===== src/rtl/fpga_host_io_in.sv =====
// Inbound FPGA host: UART RX -> 14-byte NBF packet -> single-beat BP IO command,
// plus BP IO responses -> NBF reply FIFO toward the outbound UART half.
module fpga_host_io_in #(
    parameter int paddr_width_p      = 40,
    parameter int nbf_addr_width_p   = 40,
    parameter int nbf_data_width_p   = 64,
    parameter int uart_clk_per_bit_p = 10416,
    parameter int uart_data_bits_p   = 8,
    parameter int uart_parity_bit_p  = 0,
    parameter int uart_parity_odd_p  = 0,
    parameter int uart_stop_bits_p   = 1,
    parameter int nbf_buffer_els_p   = 4
) (
    input  logic                                            clk_i,
    input  logic                                            reset_n_i,
    input  logic                                            rx_i,
    output logic [paddr_width_p+6:0]                        io_cmd_header_o,
    output logic [nbf_data_width_p-1:0]                     io_cmd_data_o,
    output logic                                            io_cmd_v_o,
    input  logic                                            io_cmd_yumi_i,
    output logic                                            io_cmd_last_o,
    input  logic [paddr_width_p+6:0]                        io_resp_header_i,
    input  logic [nbf_data_width_p-1:0]                     io_resp_data_i,
    input  logic                                            io_resp_v_i,
    output logic                                            io_resp_ready_and_o,
    input  logic                                            io_resp_last_i,
    output logic [nbf_data_width_p+nbf_addr_width_p+7:0]    nbf_o,
    output logic                                            nbf_v_o,
    input  logic                                            nbf_ready_and_i,
    output logic                                            error_o
);
    localparam int PKT_W     = nbf_data_width_p + nbf_addr_width_p + 8;
    localparam int PKT_BYTES = PKT_W / 8;
    localparam int CNT_W     = $clog2(uart_clk_per_bit_p + 1);
    localparam int OUT_W     = $clog2(nbf_buffer_els_p + 1);
    localparam int PTR_W     = (nbf_buffer_els_p > 1) ? $clog2(nbf_buffer_els_p) : 1;
    localparam logic [CNT_W-1:0] BIT_LAST  = CNT_W'(uart_clk_per_bit_p - 1);
    localparam logic [CNT_W-1:0] HALF_LAST = CNT_W'(uart_clk_per_bit_p / 2 - 1);
    localparam logic [2:0] DATA_LAST = 3'(uart_data_bits_p - 1);
    localparam logic [2:0] STOP_LAST = 3'(uart_stop_bits_p - 1);
    localparam bit PAR_EN  = (uart_parity_bit_p != 0);
    localparam bit PAR_ODD = (uart_parity_odd_p != 0);
    localparam logic [3:0] MSG_UC_RD = 4'd2;
    localparam logic [3:0] MSG_UC_WR = 4'd3;
    localparam logic [OUT_W-1:0] ELS = OUT_W'(nbf_buffer_els_p);

    typedef enum logic [2:0] {RX_IDLE, RX_START, RX_DATA, RX_PARITY, RX_STOP} rx_state_t;

    rx_state_t                    rx_state_reg;
    logic                         rx_meta_reg, rx_sync_reg;
    logic [CNT_W-1:0]             clk_cnt_reg;
    logic [2:0]                   bit_idx_reg;
    logic [uart_data_bits_p-1:0]  shift_reg;
    logic                         byte_v_reg, rx_bad_reg, rx_err_reg;

    always_ff @(posedge clk_i) begin
        if (!reset_n_i) begin
            rx_meta_reg  <= 1'b1;
            rx_sync_reg  <= 1'b1;
            rx_state_reg <= RX_IDLE;
            clk_cnt_reg  <= '0;
            bit_idx_reg  <= '0;
            shift_reg    <= '0;
            byte_v_reg   <= 1'b0;
            rx_bad_reg   <= 1'b0;
            rx_err_reg   <= 1'b0;
        end else begin
            rx_meta_reg <= rx_i;
            rx_sync_reg <= rx_meta_reg;
            byte_v_reg  <= 1'b0;
            rx_err_reg  <= 1'b0;
            case (rx_state_reg)
                RX_IDLE: begin
                    clk_cnt_reg <= '0;
                    bit_idx_reg <= '0;
                    rx_bad_reg  <= 1'b0;
                    if (!rx_sync_reg) rx_state_reg <= RX_START;
                end
                RX_START: begin
                    if (clk_cnt_reg == HALF_LAST) begin
                        clk_cnt_reg  <= '0;
                        rx_state_reg <= rx_sync_reg ? RX_IDLE : RX_DATA;
                    end else begin
                        clk_cnt_reg <= clk_cnt_reg + 1'b1;
                    end
                end
                RX_DATA: begin
                    if (clk_cnt_reg == BIT_LAST) begin
                        clk_cnt_reg <= '0;
                        shift_reg   <= {rx_sync_reg, shift_reg[uart_data_bits_p-1:1]};
                        if (bit_idx_reg == DATA_LAST) begin
                            bit_idx_reg  <= '0;
                            rx_state_reg <= PAR_EN ? RX_PARITY : RX_STOP;
                        end else begin
                            bit_idx_reg <= bit_idx_reg + 1'b1;
                        end
                    end else begin
                        clk_cnt_reg <= clk_cnt_reg + 1'b1;
                    end
                end
                RX_PARITY: begin
                    // A bad parity byte still walks through STOP so the frame ends cleanly.
                    if (clk_cnt_reg == BIT_LAST) begin
                        clk_cnt_reg  <= '0;
                        rx_state_reg <= RX_STOP;
                        if ((^shift_reg ^ rx_sync_reg) != PAR_ODD) begin
                            rx_bad_reg <= 1'b1;
                            rx_err_reg <= 1'b1;
                        end
                    end else begin
                        clk_cnt_reg <= clk_cnt_reg + 1'b1;
                    end
                end
                RX_STOP: begin
                    if (clk_cnt_reg == BIT_LAST) begin
                        clk_cnt_reg <= '0;
                        if (!rx_sync_reg) begin
                            rx_err_reg   <= 1'b1;
                            rx_state_reg <= RX_IDLE;
                        end else if (bit_idx_reg == STOP_LAST) begin
                            byte_v_reg   <= !rx_bad_reg;
                            rx_state_reg <= RX_IDLE;
                        end else begin
                            bit_idx_reg <= bit_idx_reg + 1'b1;
                        end
                    end else begin
                        clk_cnt_reg <= clk_cnt_reg + 1'b1;
                    end
                end
                default: rx_state_reg <= RX_IDLE;
            endcase
        end
    end

    logic [PKT_W-1:0]            pkt_reg;
    logic [3:0]                  byte_cnt_reg;
    logic                        pkt_full_reg;
    logic                        cmd_v_reg;
    logic [paddr_width_p+6:0]    cmd_header_reg;
    logic [nbf_data_width_p-1:0] cmd_data_reg;
    logic [OUT_W-1:0]            outstanding_reg;
    logic                        error_reg;
    logic                        ready_reg;
    logic [OUT_W-1:0]            fifo_count_reg, fifo_count_next;
    logic [PTR_W-1:0]            wr_ptr_reg, rd_ptr_reg;
    logic [PKT_W-1:0]            fifo_mem [nbf_buffer_els_p];

    logic [7:0]                  pkt_op;
    logic [nbf_addr_width_p-1:0] pkt_addr;
    logic [nbf_data_width_p-1:0] pkt_data;
    logic is_wr, is_rd, is_cmd, is_sync;
    logic resp_hs, resp_enq, can_issue, sync_enq, bad_op, enq, deq, cmd_hs;
    logic [PKT_W-1:0]            enq_data;

    assign pkt_op    = pkt_reg[7:0];
    assign pkt_addr  = pkt_reg[8 +: nbf_addr_width_p];
    assign pkt_data  = pkt_reg[8 + nbf_addr_width_p +: nbf_data_width_p];
    assign is_wr     = (pkt_op == 8'h02) || (pkt_op == 8'h03);
    assign is_rd     = (pkt_op == 8'h12) || (pkt_op == 8'h13);
    assign is_cmd    = is_wr || is_rd;
    assign is_sync   = (pkt_op == 8'hFE) || (pkt_op == 8'hFF);
    assign resp_hs   = io_resp_v_i && ready_reg;
    assign resp_enq  = resp_hs && (io_resp_header_i[paddr_width_p +: 4] == MSG_UC_RD);
    assign cmd_hs    = cmd_v_reg && io_cmd_yumi_i;
    assign can_issue = pkt_full_reg && is_cmd && !cmd_v_reg && (outstanding_reg < ELS);
    // Responses own the FIFO write port; fence/finish simply retry next cycle.
    assign sync_enq  = pkt_full_reg && is_sync && !cmd_v_reg && (outstanding_reg == '0)
                       && !resp_hs && (fifo_count_reg != ELS);
    assign bad_op    = pkt_full_reg && !is_cmd && !is_sync;
    assign enq       = resp_enq || sync_enq;
    assign deq       = nbf_v_o && nbf_ready_and_i;
    assign fifo_count_next = fifo_count_reg + OUT_W'(enq) - OUT_W'(deq);

    always_comb begin
        enq_data = pkt_reg;
        if (resp_enq) begin
            enq_data = {io_resp_data_i,
                        nbf_addr_width_p'(io_resp_header_i[paddr_width_p-1:0]),
                        (io_resp_header_i[paddr_width_p+4 +: 3] == 3'd3) ? 8'h13 : 8'h12};
        end else if (pkt_op == 8'hFE) begin
            enq_data = {{(PKT_W-8){1'b0}}, 8'hFE};
        end
    end

    always_ff @(posedge clk_i) begin
        if (!reset_n_i) begin
            pkt_reg         <= '0;
            byte_cnt_reg    <= '0;
            pkt_full_reg    <= 1'b0;
            cmd_v_reg       <= 1'b0;
            cmd_header_reg  <= '0;
            cmd_data_reg    <= '0;
            outstanding_reg <= '0;
            error_reg       <= 1'b0;
            ready_reg       <= 1'b0;
            fifo_count_reg  <= '0;
            wr_ptr_reg      <= '0;
            rd_ptr_reg      <= '0;
        end else begin
            if (byte_v_reg && !pkt_full_reg) begin
                pkt_reg <= {shift_reg, pkt_reg[PKT_W-1:8]};
                if (byte_cnt_reg == 4'(PKT_BYTES - 1)) begin
                    byte_cnt_reg <= '0;
                    pkt_full_reg <= 1'b1;
                end else begin
                    byte_cnt_reg <= byte_cnt_reg + 1'b1;
                end
            end
            if (can_issue || sync_enq || bad_op) pkt_full_reg <= 1'b0;

            if (can_issue) begin
                cmd_v_reg      <= 1'b1;
                cmd_header_reg <= {pkt_op[0] ? 3'd3 : 3'd2, is_wr ? MSG_UC_WR : MSG_UC_RD,
                                   paddr_width_p'(pkt_addr)};
                cmd_data_reg   <= is_wr ? pkt_data : '0;
            end else if (cmd_hs) begin
                cmd_v_reg <= 1'b0;
            end

            case ({cmd_hs, resp_hs})
                2'b10:   outstanding_reg <= outstanding_reg + 1'b1;
                2'b01:   outstanding_reg <= outstanding_reg - 1'b1;
                default: outstanding_reg <= outstanding_reg;
            endcase

            error_reg      <= error_reg || rx_err_reg || bad_op;
            fifo_count_reg <= fifo_count_next;
            ready_reg      <= (fifo_count_next != ELS);
            if (enq) wr_ptr_reg <= (wr_ptr_reg == PTR_W'(nbf_buffer_els_p - 1)) ? '0 : wr_ptr_reg + 1'b1;
            if (deq) rd_ptr_reg <= (rd_ptr_reg == PTR_W'(nbf_buffer_els_p - 1)) ? '0 : rd_ptr_reg + 1'b1;
        end
    end

    always_ff @(posedge clk_i) begin
        if (enq) fifo_mem[wr_ptr_reg] <= enq_data;
    end

    logic unused_ok;
    assign unused_ok = &{1'b0, io_resp_last_i};

    assign io_cmd_header_o     = cmd_header_reg;
    assign io_cmd_data_o       = cmd_data_reg;
    assign io_cmd_v_o          = cmd_v_reg;
    assign io_cmd_last_o       = cmd_v_reg;
    assign io_resp_ready_and_o = ready_reg;
    assign nbf_o               = fifo_mem[rd_ptr_reg];
    assign nbf_v_o             = (fifo_count_reg != '0);
    assign error_o             = error_reg;
endmodule


===== config.mk =====
export PLATFORM = sky130hd
export DESIGN_NAME = fpga_host_io_in
export DESIGN_NICKNAME = d
export VERILOG_FILES = /design/src/rtl/fpga_host_io_in.sv
export SDC_FILE = /design/constraint.sdc
export NUM_CORES = 1
export LEC_CHECK = 0
export ABC_AREA = 1
export CORE_MARGIN = 2
export CORE_UTILIZATION = 55
export DETAILED_ROUTE_END_ITERATION = 8
export PLACE_DENSITY = 0.79
export SETUP_SLACK_MARGIN = 0.3
export SLEW_MARGIN = 0
export SYNTH_ARGS = -nofsm -noshare
export SYNTH_HDL_FRONTEND = slang
export SYNTH_SLANG_ARGS = --single-unit

===== constraint.sdc =====
create_clock -name clk_i -period 12 [get_ports clk_i]
set_input_delay 1.8 -clock clk_i [delete_from_list [all_inputs] [get_ports clk_i]]
set_output_delay 1.8 -clock clk_i [all_outputs]
set_load 0.01 [all_outputs]

==> results.md, run 1 <==
- Run status: complete, no violations
- Max-cap violations: 0
- Crit-path slowest cell: buf_4
- Worst-skew pair later-pin latency: 0.62 ns
- Die Y: 230 um
- Die ar.: 53,000 um^2
- Mapped cell area: 28,100 um^2
- Final nets: 3,155
- Setup crit start kind: flip-flop
- H-Tree Depth: 3
- DRT antenna net count: 0
- Footprint of the multi-input gates: 8040 um^2
- Count of different cell masters after synthesis: 41
- Post-route minimum period: 6.12 ns
- Synthesized instance count: 2,764
- Number of global-route vias before repair: 21,200
- Worst-Margin Slew: 1.29 ns
- Post-route cell area: 34,300 um^2
- Setup Fix Bufs, Post-CTS: 0
- Data required, critical path: 10.20 ns
- Final hold slack: 0.426 ns
- Fin util: 68.1%
- I/O pins: 346
- CTS Buf Count: 70
- Seq/Total Area, Yosys: 67.2%
- DRT Pass-1 Iters: 8
- Tot GR Track Use: 28.8%
- Area of the core: 50,400 um^2
- Initial antenna violation count: 2
- Most frequent cells in the layout: nand2_1 (514), edfxtp_1 (448), nor2_1 (427)
- Asr flop ratio synth: 0%
- Cell Pwr Density: 187 nW/um^2
- Crit-path most repeated cell: buf_4
- WL/cell: 20.7 um
- Fmax: 163 MHz
- Hold Vio Cnt, Final: 0
- Via density: 5.81
- Overall routed net length: 77.9 mm
- Cts repair resizes: 0
- Setup TNS: 0 ns
- DP Area: 31,800 um^2
- Initial core utilization: 55.9%
- DRC violations left: 0
- Max incr delay on CP: 0.99 ns
- Maximum vdd drop: 0.164 mV
- Final Wtd Congestion: 0.820
- Num rows: 82
- Worst R2R Setup Slack: 7.69 ns
- CP Cell Sequence: buf_4 > buf_4 > o21ai_0 > o22ai_1 > clkdlybuf4s50_1
- DRT iter0 DRCs: 2,315
- Number of enable flip-flop cells after synthesis: 448
- CP max FO: 106
- Worst-path clk slew: 0.06 ns
- Max-slew violations: 0
- RSZ-0062 raised after global routing: no
- TritonCTS clock tree: yes
- # fillers: 3,663
- Lkg Pwr: 0.0122 uW
- Final Setup Violations: 0
- Clock root cell: clkbuf_16
- Global-route wire length before repair: 118 mm
- Headroom to the max-slew limit: 14.3%
- WS Path Type: reg -> out
- Register bit total from synthesis: 720
- Commonest non-fill, non-tap cell in the layout: nand2_1
- Worst path bufs/invs: 3
- Mean Syn Cell Area: 10.2 um^2
- Worst setup EP type: output port
- Synth warn: 0
- Max Clock Skew: 0.0252 ns
- Crit path max-delay family: buffers and inverters
- Top cell type by total area after synthesis: edfxtp_1
- Largest net degree at the start of global routing: 163
- FF+latch area: 18,900 um^2
- Share of cells above drive strength 1: 5.87%
- Ys flop type: edfxtp_1
- # port buffers: 341
- Placed cell count: 3,623
- Hold crit path type: reg -> reg
- Max reg flops: 448
- Synth area leaders: edfxtp_1 (48%), dfxtp_1 (19%), nand2_1 (6.9%)
- Vias: 21,800
- Sink Count: 720
- Arrival time worst endpoint: 4.32 ns
- Share of the synthesized area in the top cell type: 47.8%
- Post-Layout Cell Count: 3,755
- GRT overflow: 0
- Tcrit/Tclk final: 51.0%
- Clk buf depth: 3
- Hold Buf Count CTS: 0
- Synthesis-to-finish area growth: 21.9%
- Die X-Extent: 230 um
- Post-DP HPWL: 45.1 mm
==> synthesized netlist by cell type, types with 3 or more instances <==
cell,number
buf_6,4
buf_2,59
nand2_2,5
nor4_1,3
inv_1,109
or2_2,5
clkbuf_1,90
o21ai_1,32
xor2_1,9
nand2_1,515
nor3_1,7
nand3_1,158
nand4_1,7
dfxtp_1,272
nor2_1,431
ha_1,12
a21oi_1,65
clkbuf_2,4
inv_2,9
o21ai_0,364
buf_4,9
edfxtp_1,448
buf_1,12
o22ai_1,112
==> per-stage QoR <==
stage	setup slack, ns	power [uW]
3_5_place_dp	5.77	4100
3_3_place_gp	5.86	4060
2_1_floorplan	4.35	3420
6_report	5.88	6400
4_1_cts	5.97	6420
5_1_grt	5.69	6620
==> routing by layer <==
layer / GRT usage (%) / vias to the layer above / routed length, um / part of all wire [%]
met3: 4.34 / 189 / 6990 / 9.0
met2: 47.5 / 1164 / 37200 / 48
met4: 13.1 / 0 / 3130 / 4.0
li1: - / 9983 / - / -
met1: 37.8 / 10500 / 30600 / 39
met5: 0 / - / 0 / 0
==> kinds of logic (layout without fill, tap and decap cells) <==
| group | count (synthesis) | in the layout | share of synthesized area, % |
|---|---|---|---|
| adders and majority gates | 14 | 14 | 0.676 |
| buffers and inverters | 297 | 612 | 4.47 |
| DFF | 720 | 720 | 67.2 |
| xor gates and xnor gates | 9 | 9 | 0.280 |
| and+or+nand+nor | 1143 | 1143 | 16.5 |
| AOI/OAI and AO/OA | 580 | 580 | 10.9 |
| other | 1 | 5 | 0.0133 |
==> area by class of cell <==
type	count	share of cell area, %
sequential	720	55.1
multi-input combinational	1749	23.4
timing repair buffer	363	10.4
clock buffer	93	5.90
tap	672	2.45
clock inverter	37	1.34
inverter	119	1.33
antenna	2	0.0146
==> final timing paths <==
| path | from | end | cells after the start |
|---|---|---|---|
| min reg2reg | rx_meta_reg$_SDFF_PN1_ | rx_sync_reg$_SDFF_PN1_ | 1 |
| min | rx_meta_reg$_SDFF_PN1_ | rx_sync_reg$_SDFF_PN1_ | 1 |
| max reg2reg | io_resp_ready_and_o$_SDFF_PN0_ | fifo_mem[0][79]$_DFFE_PP_ | 7 |
| max | flip-flop | nbf_o[74] | 5 |
==> where the power goes <==
group	internal [uW]	total [uW]	switching [uW]	leakage, uW
Sequential	2640	2680	44.4	0.00585
Combinational	560	1380	823	0.00512
Clock	1410	2340	929	0.00122
Total	4610	6400	1800	0.0122
==> worst reg2reg max path, cell delays in order, from the launching register on <==
cell     delay [ns]
dfxtp_1        0.35
nand2_1        0.11
nor3b_2        0.24
nand3_4        0.73
nand2_1        0.42
inv_1          0.26
nor2_4         0.86
buf_4          0.90
(Power assumes the default switching activity.)
==> run 2, diff against run 1 <==
CORE_UTILIZATION = 50   (was 55)
PLACE_DENSITY = 0.76   (was 0.79)
clock period = 5.25 ns   (was 12 ns; I/O delays follow)
==> results.md, run 2 (synthesized netlist as in run 1, its figures left out) <==
- Run status: complete, no violations
- H-Tree Depth: 3
- DP Area: 32,000 um^2
- # port buffers: 341
- Clk buf depth: 3
- Setup Fix Bufs, Post-CTS: 0
- Initial core utilization: 50.8%
- Worst-path clk slew: 0.06 ns
- Max Clock Skew: 0.0276 ns
- Number of global-route vias before repair: 21,000
- Largest net degree at the start of global routing: 129
- Final Wtd Congestion: 0.815
- Arrival time worst endpoint: 3.63 ns
- Pre-CTS setup slack: 1.49 ns
- TritonCTS clock tree: yes
- DRT Pass-1 Iters: 6
- I/O pins: 346
- RSZ-0062 raised after global routing: no
- Area of the core: 55,400 um^2
- Data required, critical path: 4.46 ns
- Die Y: 241 um
- Max-slew violations: 0
- Maximum vdd drop: 0.340 mV
- Headroom to the max-slew limit: 35.6%
- Sw Share: 28.4%
- CP max FO: 64
- DRT antenna net count: 0
- Global-route wire length before repair: 117 mm
- Most frequent cells in the layout: nand2_1 (514), edfxtp_1 (448), nor2_1 (427)
- WL/cell: 20.2 um
- Clock root cell: clkbuf_16
- Worst-Margin Slew: 0.966 ns
- Die ar.: 58,200 um^2
- Hold Buf Count CTS: 0
- Cts repair resizes: 0
- Initial antenna violation count: 1
- Post-route cell area: 34,300 um^2
- Max-cap violations: 0
- Cell Pwr Density: 417 nW/um^2
- Synthesis-to-finish area growth: 22.0%
- Max reg flops: 448
- Tcrit/Tclk final: 84.1%
- Worst setup EP type: output port
- Setup crit start kind: flip-flop
- Final Setup Violations: 0
- Worst R2R Setup Slack: 2.22 ns
- Via density: 5.69
- Final nets: 3,163
- Internal power: 10,300 uW
- GRT overflow: 0
- Commonest non-fill, non-tap cell in the layout: nand2_1
- Num rows: 86
- Tot GR Track Use: 26.2%
- Combinational power share: 21.9%
- CTS Buf Count: 71
- WS Path Type: reg -> out
- Clock power frac: 35.0%
- Sink Count: 720
- Final WS setup: 0.836 ns
- Fmax: 227 MHz
- Sw Pwr: 4060 uW
- Post-DP HPWL: 45.7 mm
- Overall routed net length: 77.5 mm
- Lkg Pwr: 0.0122 uW
- Hold Vio Cnt, Final: 0
- Vias: 21,800
- DRC violations left: 0
- Post-route minimum period: 4.41 ns
- Worst-skew pair later-pin latency: 0.61 ns
- Die X-Extent: 241 um
- Sequential share of power: 43.0%
- Share of cells above drive strength 1: 5.54%
- Hold crit path type: reg -> reg
- DRT iter0 DRCs: 2,124
- Setup TNS: 0 ns
## run 2: power groups by stage
stage | clock network [uW] | registers (uW) | logic [uW]
after floorplan | 0 | 6180 | 1640
after global placement | 0 | 6270 | 3040
after detailed placement | 0 | 6280 | 3120
after CTS | 5060 | 6160 | 3130
after global routing | 5290 | 6170 | 3380
final | 5010 | 6160 | 3140
## run 2: routing by layer
layer / vias to the layer above / routed length [um] / GRT usage (%)
li1: 10000 / - / -
met1: 10500 / 30600 / 34.1
met2: 1093 / 37400 / 43.5
met3: 187 / 6850 / 5.00
met4: 0 / 2710 / 10.7
met5: - / 0 / 0
## run 2: per-stage QoR
stage | hold WS (ns) | util, % | instances | power [uW]
floorplan | 0.393 | - | 2766 | 7820
global placement | 0.400 | 57.8 | 3706 | 9320
detailed placement | 0.400 | 57.8 | 3706 | 9390
CTS | 0.413 | 61.9 | 3836 | 14300
global route | 0.421 | 61.9 | 3837 | 14800
finish | 0.415 | 61.9 | 3837 | 14300
## run 2: worst paths after layout
path	from	end	cells after the start
min	rx_meta_reg$_SDFF_PN1_	rx_sync_reg$_SDFF_PN1_	1
max	flip-flop	nbf_o[6]	5
max reg2reg	pkt_reg[3]$_SDFFE_PN0P_	io_resp_ready_and_o$_SDFF_PN0_	12
min reg2reg	rx_meta_reg$_SDFF_PN1_	rx_sync_reg$_SDFF_PN1_	1
## run 2: area by class of cell
cell class	count	area, um^2
fillers	4303	21100
multi-input cells	1749	8040
clock buffers	98	1960
diodes	1	2.50
repair buffers	370	3690
flip-flops and latches	720	18900
inverters	119	457
clock inverters	32	329
well taps	748	936
## run 2: critical path, stage by stage (launching register included)
cell and delay [ns]:
dfxtp_4 0.75, clkinv_2 0.85, buf_12 0.52, o21ai_0 0.14, o22ai_1 0.19, clkdlybuf4s50_1 0.53
